**config.mk**
```make
export PLATFORM = sky130hd
export DESIGN_NAME = fp_divider
export DESIGN_NICKNAME = d
export VERILOG_FILES = /design/src/rtl/fp_divider.sv
export SDC_FILE = /design/constraint.sdc
export NUM_CORES = 1
export LEC_CHECK = 0
export ABC_AREA = 1
export BUFFER_PORTS_ARGS = -buffer_cell sky130_fd_sc_hd__buf_4
export CAP_MARGIN = 30
export CORE_MARGIN = 10
export CORE_UTILIZATION = 60
export DETAILED_ROUTE_END_ITERATION = 6
export HOLD_SLACK_MARGIN = 0.03
export PLACE_DENSITY = 0.89
export SLEW_MARGIN = 5
export SYNTH_ARGS = -nofsm -noshare
export SYNTH_HDL_FRONTEND = slang
export SYNTH_SLANG_ARGS = --single-unit
export TNS_END_PERCENT = 50
```
**constraint.sdc**
```tcl
create_clock -name clock -period 5.5 [get_ports clock]
set_input_delay 0.55 -clock clock [delete_from_list [all_inputs] [get_ports clock]]
set_output_delay 0.55 -clock clock [all_outputs]
set_load 0.01 [all_outputs]
```
**src/rtl/fp_divider.sv**
```systemverilog
// Sequential IEEE-754 divider: quotient = dividend / divisor.
// Restoring mantissa division producing one quotient bit per clock,
// truncating rounding, denormals flushed to zero on input and output.
//
// Handshake: start is sampled only while busy=0. The edge that accepts
// start raises busy. busy stays high until the edge that raises done.
// done is a one-cycle pulse, and quotient/div_by_zero hold until the next done.
// A start held during the done cycle is accepted on that cycle's edge.
module fp_divider #(
    parameter int EXP_W = 8,
    parameter int MNT_W = 23
) (
    input  logic                       clock,
    input  logic                       reset_n,
    input  logic                       start,
    input  logic [EXP_W+MNT_W:0]       dividend,
    input  logic [EXP_W+MNT_W:0]       divisor,
    output logic                       busy,
    output logic                       done,
    output logic [EXP_W+MNT_W:0]       quotient,
    output logic                       div_by_zero,
    output logic [2:0]                 dbg_state
);

    localparam int W     = 1 + EXP_W + MNT_W;
    localparam int CNT_W = $clog2(MNT_W + 3);

    localparam logic [CNT_W-1:0]          CNT_LOAD = CNT_W'(MNT_W + 2);
    localparam logic [CNT_W-1:0]          CNT_ONE  = CNT_W'(1);
    localparam logic signed [EXP_W+1:0]   BIAS_E   = (EXP_W+2)'(2**(EXP_W-1) - 1);
    localparam logic signed [EXP_W+1:0]   MAX_E    = (EXP_W+2)'(2**EXP_W - 1);
    localparam logic signed [EXP_W+1:0]   ZERO_E   = '0;
    localparam logic signed [EXP_W+1:0]   ONE_E    = (EXP_W+2)'(1);
    localparam logic [W-1:0]              QNAN     = {1'b0, {EXP_W{1'b1}}, 1'b1, {(MNT_W-1){1'b0}}};

    typedef enum logic [2:0] {
        S_IDLE   = 3'd0,
        S_UNPACK = 3'd1,
        S_DIVIDE = 3'd2,
        S_NORM   = 3'd3,
        S_PACK   = 3'd4
    } state_t;

    state_t                   r_state;
    state_t                   w_next_state;

    logic [W-1:0]             r_a;
    logic [W-1:0]             r_b;
    logic                     r_sign;
    logic signed [EXP_W+1:0]  r_exp;
    logic [MNT_W:0]           r_mb;
    logic [MNT_W+1:0]         r_rem;
    logic [MNT_W+1:0]         r_q;
    logic [CNT_W-1:0]         r_cnt;
    logic [MNT_W-1:0]         r_mnt;
    logic                     r_special;
    logic [W-1:0]             r_special_q;
    logic                     r_special_dbz;

    // Operand fields
    logic                     w_sa, w_sb, w_sign;
    logic [EXP_W-1:0]         w_ea, w_eb;
    logic [MNT_W-1:0]         w_ma, w_mb;
    logic                     w_a_zero, w_b_zero, w_a_inf, w_b_inf, w_a_nan, w_b_nan;
    logic signed [EXP_W+1:0]  w_exp_calc;

    // Special-case decode
    logic                     w_special;
    logic [W-1:0]             w_spec_q;
    logic                     w_spec_dbz;

    // Restoring step
    logic                     w_ge;
    logic [MNT_W+1:0]         w_sub;
    logic [MNT_W+1:0]         w_rem_next;
    logic [MNT_W+1:0]         w_q_next;

    // Final packing
    logic [W-1:0]             w_pack_q;

    assign dbg_state = r_state;

    assign w_sa = r_a[W-1];
    assign w_sb = r_b[W-1];
    assign w_ea = r_a[W-2:MNT_W];
    assign w_eb = r_b[W-2:MNT_W];
    assign w_ma = r_a[MNT_W-1:0];
    assign w_mb = r_b[MNT_W-1:0];
    assign w_sign = w_sa ^ w_sb;

    // Exponent field 0 covers both zero and denormals (flushed).
    assign w_a_zero = (w_ea == '0);
    assign w_b_zero = (w_eb == '0);
    assign w_a_inf  = (&w_ea) && (w_ma == '0);
    assign w_b_inf  = (&w_eb) && (w_mb == '0);
    assign w_a_nan  = (&w_ea) && (w_ma != '0);
    assign w_b_nan  = (&w_eb) && (w_mb != '0);

    assign w_exp_calc = signed'({2'b00, w_ea}) - signed'({2'b00, w_eb}) + BIAS_E;

    // Special-case priority: NaN-producing cases first, then infinities, then zeros.
    always_comb begin
        w_special  = 1'b1;
        w_spec_q   = '0;
        w_spec_dbz = 1'b0;
        if (w_a_nan || w_b_nan || (w_a_zero && w_b_zero) || (w_a_inf && w_b_inf)) begin
            w_spec_q = QNAN;
        end else if (w_a_inf) begin
            w_spec_q = {w_sign, {EXP_W{1'b1}}, {MNT_W{1'b0}}};
        end else if (w_b_inf) begin
            w_spec_q = {w_sign, {(W-1){1'b0}}};
        end else if (w_b_zero) begin
            w_spec_q   = {w_sign, {EXP_W{1'b1}}, {MNT_W{1'b0}}};
            w_spec_dbz = 1'b1;
        end else if (w_a_zero) begin
            w_spec_q = {w_sign, {(W-1){1'b0}}};
        end else begin
            w_special = 1'b0;
        end
    end

    // One restoring division step; the remainder stays below 2*mB so the shift cannot overflow.
    always_comb begin
        w_ge       = (r_rem >= {1'b0, r_mb});
        w_sub      = w_ge ? (r_rem - {1'b0, r_mb}) : r_rem;
        w_rem_next = w_sub << 1;
        w_q_next   = {r_q[MNT_W:0], w_ge};
    end

    // Result assembly with overflow to Inf and underflow flush to zero.
    always_comb begin
        w_pack_q = {r_sign, r_exp[EXP_W-1:0], r_mnt};
        if (r_special) begin
            w_pack_q = r_special_q;
        end else if (r_exp >= MAX_E) begin
            w_pack_q = {r_sign, {EXP_W{1'b1}}, {MNT_W{1'b0}}};
        end else if (r_exp <= ZERO_E) begin
            w_pack_q = {r_sign, {(W-1){1'b0}}};
        end
    end

    // State register.
    always_ff @(posedge clock or negedge reset_n) begin
        if (!reset_n) begin
            r_state <= S_IDLE;
        end else begin
            r_state <= w_next_state;
        end
    end

    // Next-state logic.
    always_comb begin
        w_next_state = r_state;
        case (r_state)
            S_IDLE:   if (start) w_next_state = S_UNPACK;
            S_UNPACK: w_next_state = w_special ? S_PACK : S_DIVIDE;
            S_DIVIDE: if (r_cnt == CNT_ONE) w_next_state = S_NORM;
            S_NORM:   w_next_state = S_PACK;
            S_PACK:   w_next_state = S_IDLE;
            default:  w_next_state = S_IDLE;
        endcase
    end

    // Datapath and handshake registers, sequenced by the current state.
    always_ff @(posedge clock or negedge reset_n) begin
        if (!reset_n) begin
            r_a           <= '0;
            r_b           <= '0;
            r_sign        <= 1'b0;
            r_exp         <= '0;
            r_mb          <= '0;
            r_rem         <= '0;
            r_q           <= '0;
            r_cnt         <= '0;
            r_mnt         <= '0;
            r_special     <= 1'b0;
            r_special_q   <= '0;
            r_special_dbz <= 1'b0;
            busy          <= 1'b0;
            done          <= 1'b0;
            quotient      <= '0;
            div_by_zero   <= 1'b0;
        end else begin
            done <= 1'b0;
            case (r_state)
                S_IDLE: begin
                    if (start) begin
                        r_a  <= dividend;
                        r_b  <= divisor;
                        busy <= 1'b1;
                    end
                end
                S_UNPACK: begin
                    r_sign        <= w_sign;
                    r_exp         <= w_exp_calc;
                    r_mb          <= {1'b1, w_mb};
                    r_rem         <= {2'b01, w_ma};
                    r_q           <= '0;
                    r_cnt         <= CNT_LOAD;
                    r_special     <= w_special;
                    r_special_q   <= w_spec_q;
                    r_special_dbz <= w_spec_dbz;
                end
                S_DIVIDE: begin
                    r_rem <= w_rem_next;
                    r_q   <= w_q_next;
                    r_cnt <= r_cnt - CNT_ONE;
                end
                S_NORM: begin
                    // Ratio of two [1,2) mantissas lies in (0.5,2): at most one shift.
                    if (r_q[MNT_W+1]) begin
                        r_mnt <= r_q[MNT_W:1];
                    end else begin
                        r_mnt <= r_q[MNT_W-1:0];
                        r_exp <= r_exp - ONE_E;
                    end
                end
                S_PACK: begin
                    quotient    <= w_pack_q;
                    div_by_zero <= r_special && r_special_dbz;
                    done        <= 1'b1;
                    busy        <= 1'b0;
                end
                default: ;
            endcase
        end
    end

endmodule

```
==> metrics.txt <==
outcome complete, no violations; Post-Synthesis Cells 1490; worst hold path type in2async; Routed Antenna Nets 0; grt ovf 0; total leakage power 6.67 nW; clk slew on worst S/H paths 60 ps; Worst Setup End Kind flip-flop; GRT Resource Usage Total 21.9%; port bufs 104; Mapped Nets 1596; r2r endpoint r_rem[12]; Die Width 159 um; via count 10300; core area 0.0189 mm2; gp weighted congestion 0.941; die area 0.0254 mm2; Chip Height 159 um; Worst EP arrival 3510 ps; critical path start-end classification reg2reg; WP data required 5890 ps; relative slew slack 40.0%; Post-Syn Area 0.0116 mm2; synth unique cells 43; Net Sw Frac 47.5%; row count 50; clk_lat worst skew 510 ps; # hold bufs at CTS 0; H-Tree Depth 1; share of post-route cells with drive strength above 1 11.5%; largest net degree at the start of global routing 119; PostCTS Resize Cnt 0; first-pass GRT wire length 47.7 mm; maxcap violations 0; Final Slew Violations 0; Clock Power Share 16.1%; Clock Skew 10.8 ps; Cells after DPL 1808; clock tree from TritonCTS done; worst r2r path cells 13; Int Pwr 4.71 mW; clk sinks 220; clk root buf clkbuf_16; IO Pins 105; Final Hold Viols 0; Seq cells post-synth 220; min Tclk post-route 3120 ps; total CTS buffers 23; Slew @ Worst Pin 900 ps; Setup-failing EPs final 0; flop-to-flop setup slack 2380 ps; WL/cell 15.7 um; setup TNS after final layout 0 ps; TritonRoute pass-1 iters 6; Final HPWL DP 20.4 mm; Seq pwr share 29.0%; n_diodes 0; leading cell type in the layout, fill and taps excluded nand2_1; Max VDD drop 0.000361 V; most frequent cells in the layout 326 x nand2_1, 239 x inv_1, 220 x dfrtp_1; Area Overhead vs Synth 14.4%; Worst Path Max Fanout 65; reg2reg start dbg_state[0]; Net Switching 4.26 mW; Syn Area/Cell 7.81 um2; area of the multi-input gates 0.00499 mm2; Worst setup SP type flip-flop; FF+latch area 0.00551 mm2; Starting DRT DRC Count 923; Final Non-Filler Cells 1849; Logic pwr share 54.9%; Ys Warns 0; sequential-to-total area share from yosys stat 47.3%; PwrDens 674 mW/mm2; Final Cycle Share 56.7%; clock tree buffer depth 3; Final Net Count 1679; initial antenna violation count 0; number of global-route vias before repair 9870; number of vias per cell 5.59; post-route DRC violation count 0; Setup Fix Bufs, Post-CTS 0; WL final 29.0 mm; Initial Utilization 61.6%; Fill cells 1420; fmax 321 MHz; unrepaired setup endpoints after global routing no
## cells by family (layout without fill, tap and decap cells)
logic type               after synthesis  in the layout  synth area share [%]
buffers and inverters                299            398                  10.1
adder cells (fa/ha/maj)               39             39                  4.26
flip-flops                           220            220                  47.3
XOR/XNOR                              19             19                  1.43
AND/OR/NAND/NOR                      592            592                  21.4
multiplexers                           4              4                 0.387
AO/OA/AOI/OAI                        317            317                  15.2
## synthesized netlist by cell type
cell type	n	area, um2
xnor2_1	11	96.3
nor2_4	1	11.3
a21oi_1	114	571
inv_2	4	15.0
nand3_2	4	40.0
nor2_2	4	25.0
a31oi_1	2	12.5
or2_1	1	6.26
buf_8	1	15.0
nand2_2	4	25.0
nand3b_1	2	15.0
dfrtp_1	220	5510
mux2_2	4	45.0
a21o_1	1	7.51
o22a_1	1	8.76
nor3_1	8	40.0
nand3_1	65	325
ha_1	38	475
o22ai_1	36	225
o211a_1	1	10.0
buf_6	2	22.5
o21ai_0	110	551
nor4_1	4	25.0
clkbuf_1	30	113
clkinv_1	1	3.75
nand4_1	31	194
fa_1	1	20.0
o21a_1	2	15.0
buf_2	18	90.1
o31ai_1	2	15.0
buf_1	4	15.0
o211ai_2	1	12.5
o211ai_1	27	203
o21bai_1	6	45.0
o21ai_1	8	40.0
nor3b_1	1	7.51
a21oi_2	6	52.6
nor3_2	3	30.0
nand2_1	326	1220
or2_2	1	6.26
nor2_1	137	514
inv_1	239	897
xor2_1	8	70.1
## worst max-delay path by stage
| stage | start | end | slack [ps] | depth (start not counted) |
|---|---|---|---|---|
| 6_report | dbg_state[0] | r_rem[12] | 2380 | 13 |
| 5_1_grt | dbg_state[0] | r_rem[12] | 2170 | 13 |
| 4_1_cts | dbg_state[0] | r_rem[12] | 2480 | 13 |
| 3_5_place_dp | dbg_state[0] | r_rem[12] | 2560 | 13 |
| 3_3_place_gp | r_rem[21] | r_rem[23] | 2640 | 14 |
| 2_1_floorplan | r_rem[0] | r_rem[13] | 3540 | 11 |
## metrics by stage
stage	utilization [%]	instance area (um2)	power, mW	setup WS (ps)	hold slack (ps)
global placement	66.6	12600	7.16	2640	455
floorplan	-	11600	6.18	3540	254
detailed placement	66.7	12600	7.35	2560	466
CTS	70.5	13300	8.88	2480	161
finish	70.5	13300	8.97	2380	94.6
global route	70.5	13300	9.70	2170	189
## registers in the layout (all words and copies together) (netlist names), 3 cells and up
register,cells
dbg_state,3
quotient,32
r_a,32
r_b,32
r_cnt,5
r_exp,10
r_mb,24
r_mnt,23
r_q,25
r_rem,25
r_special_q,3
## power groups by stage
stage                     registers [mW]  logic, mW  clock network, mW
after CTS                           2.59       4.84               1.46
after floorplan                     2.52       3.66                  0
final                               2.60       4.92               1.45
after global routing                2.65       5.52               1.53
after detailed placement            2.60       4.75                  0
after global placement              2.56       4.60                  0
## routing by layer
| metal | vias up | share of wire, % | global-route usage, % |
|---|---|---|---|
| met1 | 4871 | 43 | 29.8 |
| li1 | 4989 | - | - |
| met4 | 0 | 2.4 | 6.28 |
| met5 | - | 0 | 0 |
| met3 | 60 | 8.1 | 4.75 |
| met2 | 421 | 46 | 34.7 |
## layout make-up
class                   count  share of cell area (%)
flip-flops and latches    220                    41.4
multi-input cells         971                    37.5
inverters                 244                    6.88
repair buffers            113                    6.52
clock buffers              34                    4.94
well taps                 260                    2.44
clock inverters             7                   0.357
## worst max-delay path, cell delays in order (launching register included)
cell and delay (ps):
dfrtp_1 390, inv_1 50, nor2_1 80, inv_1 110, nor2_4 90, buf_4 470, inv_1 450, nand2_1 150
buf_4 400, inv_1 370, nand2_1 150, o21ai_0 100, inv_1 80, nand2_1 50
Note: power is estimated with default switching activity, not from simulation.
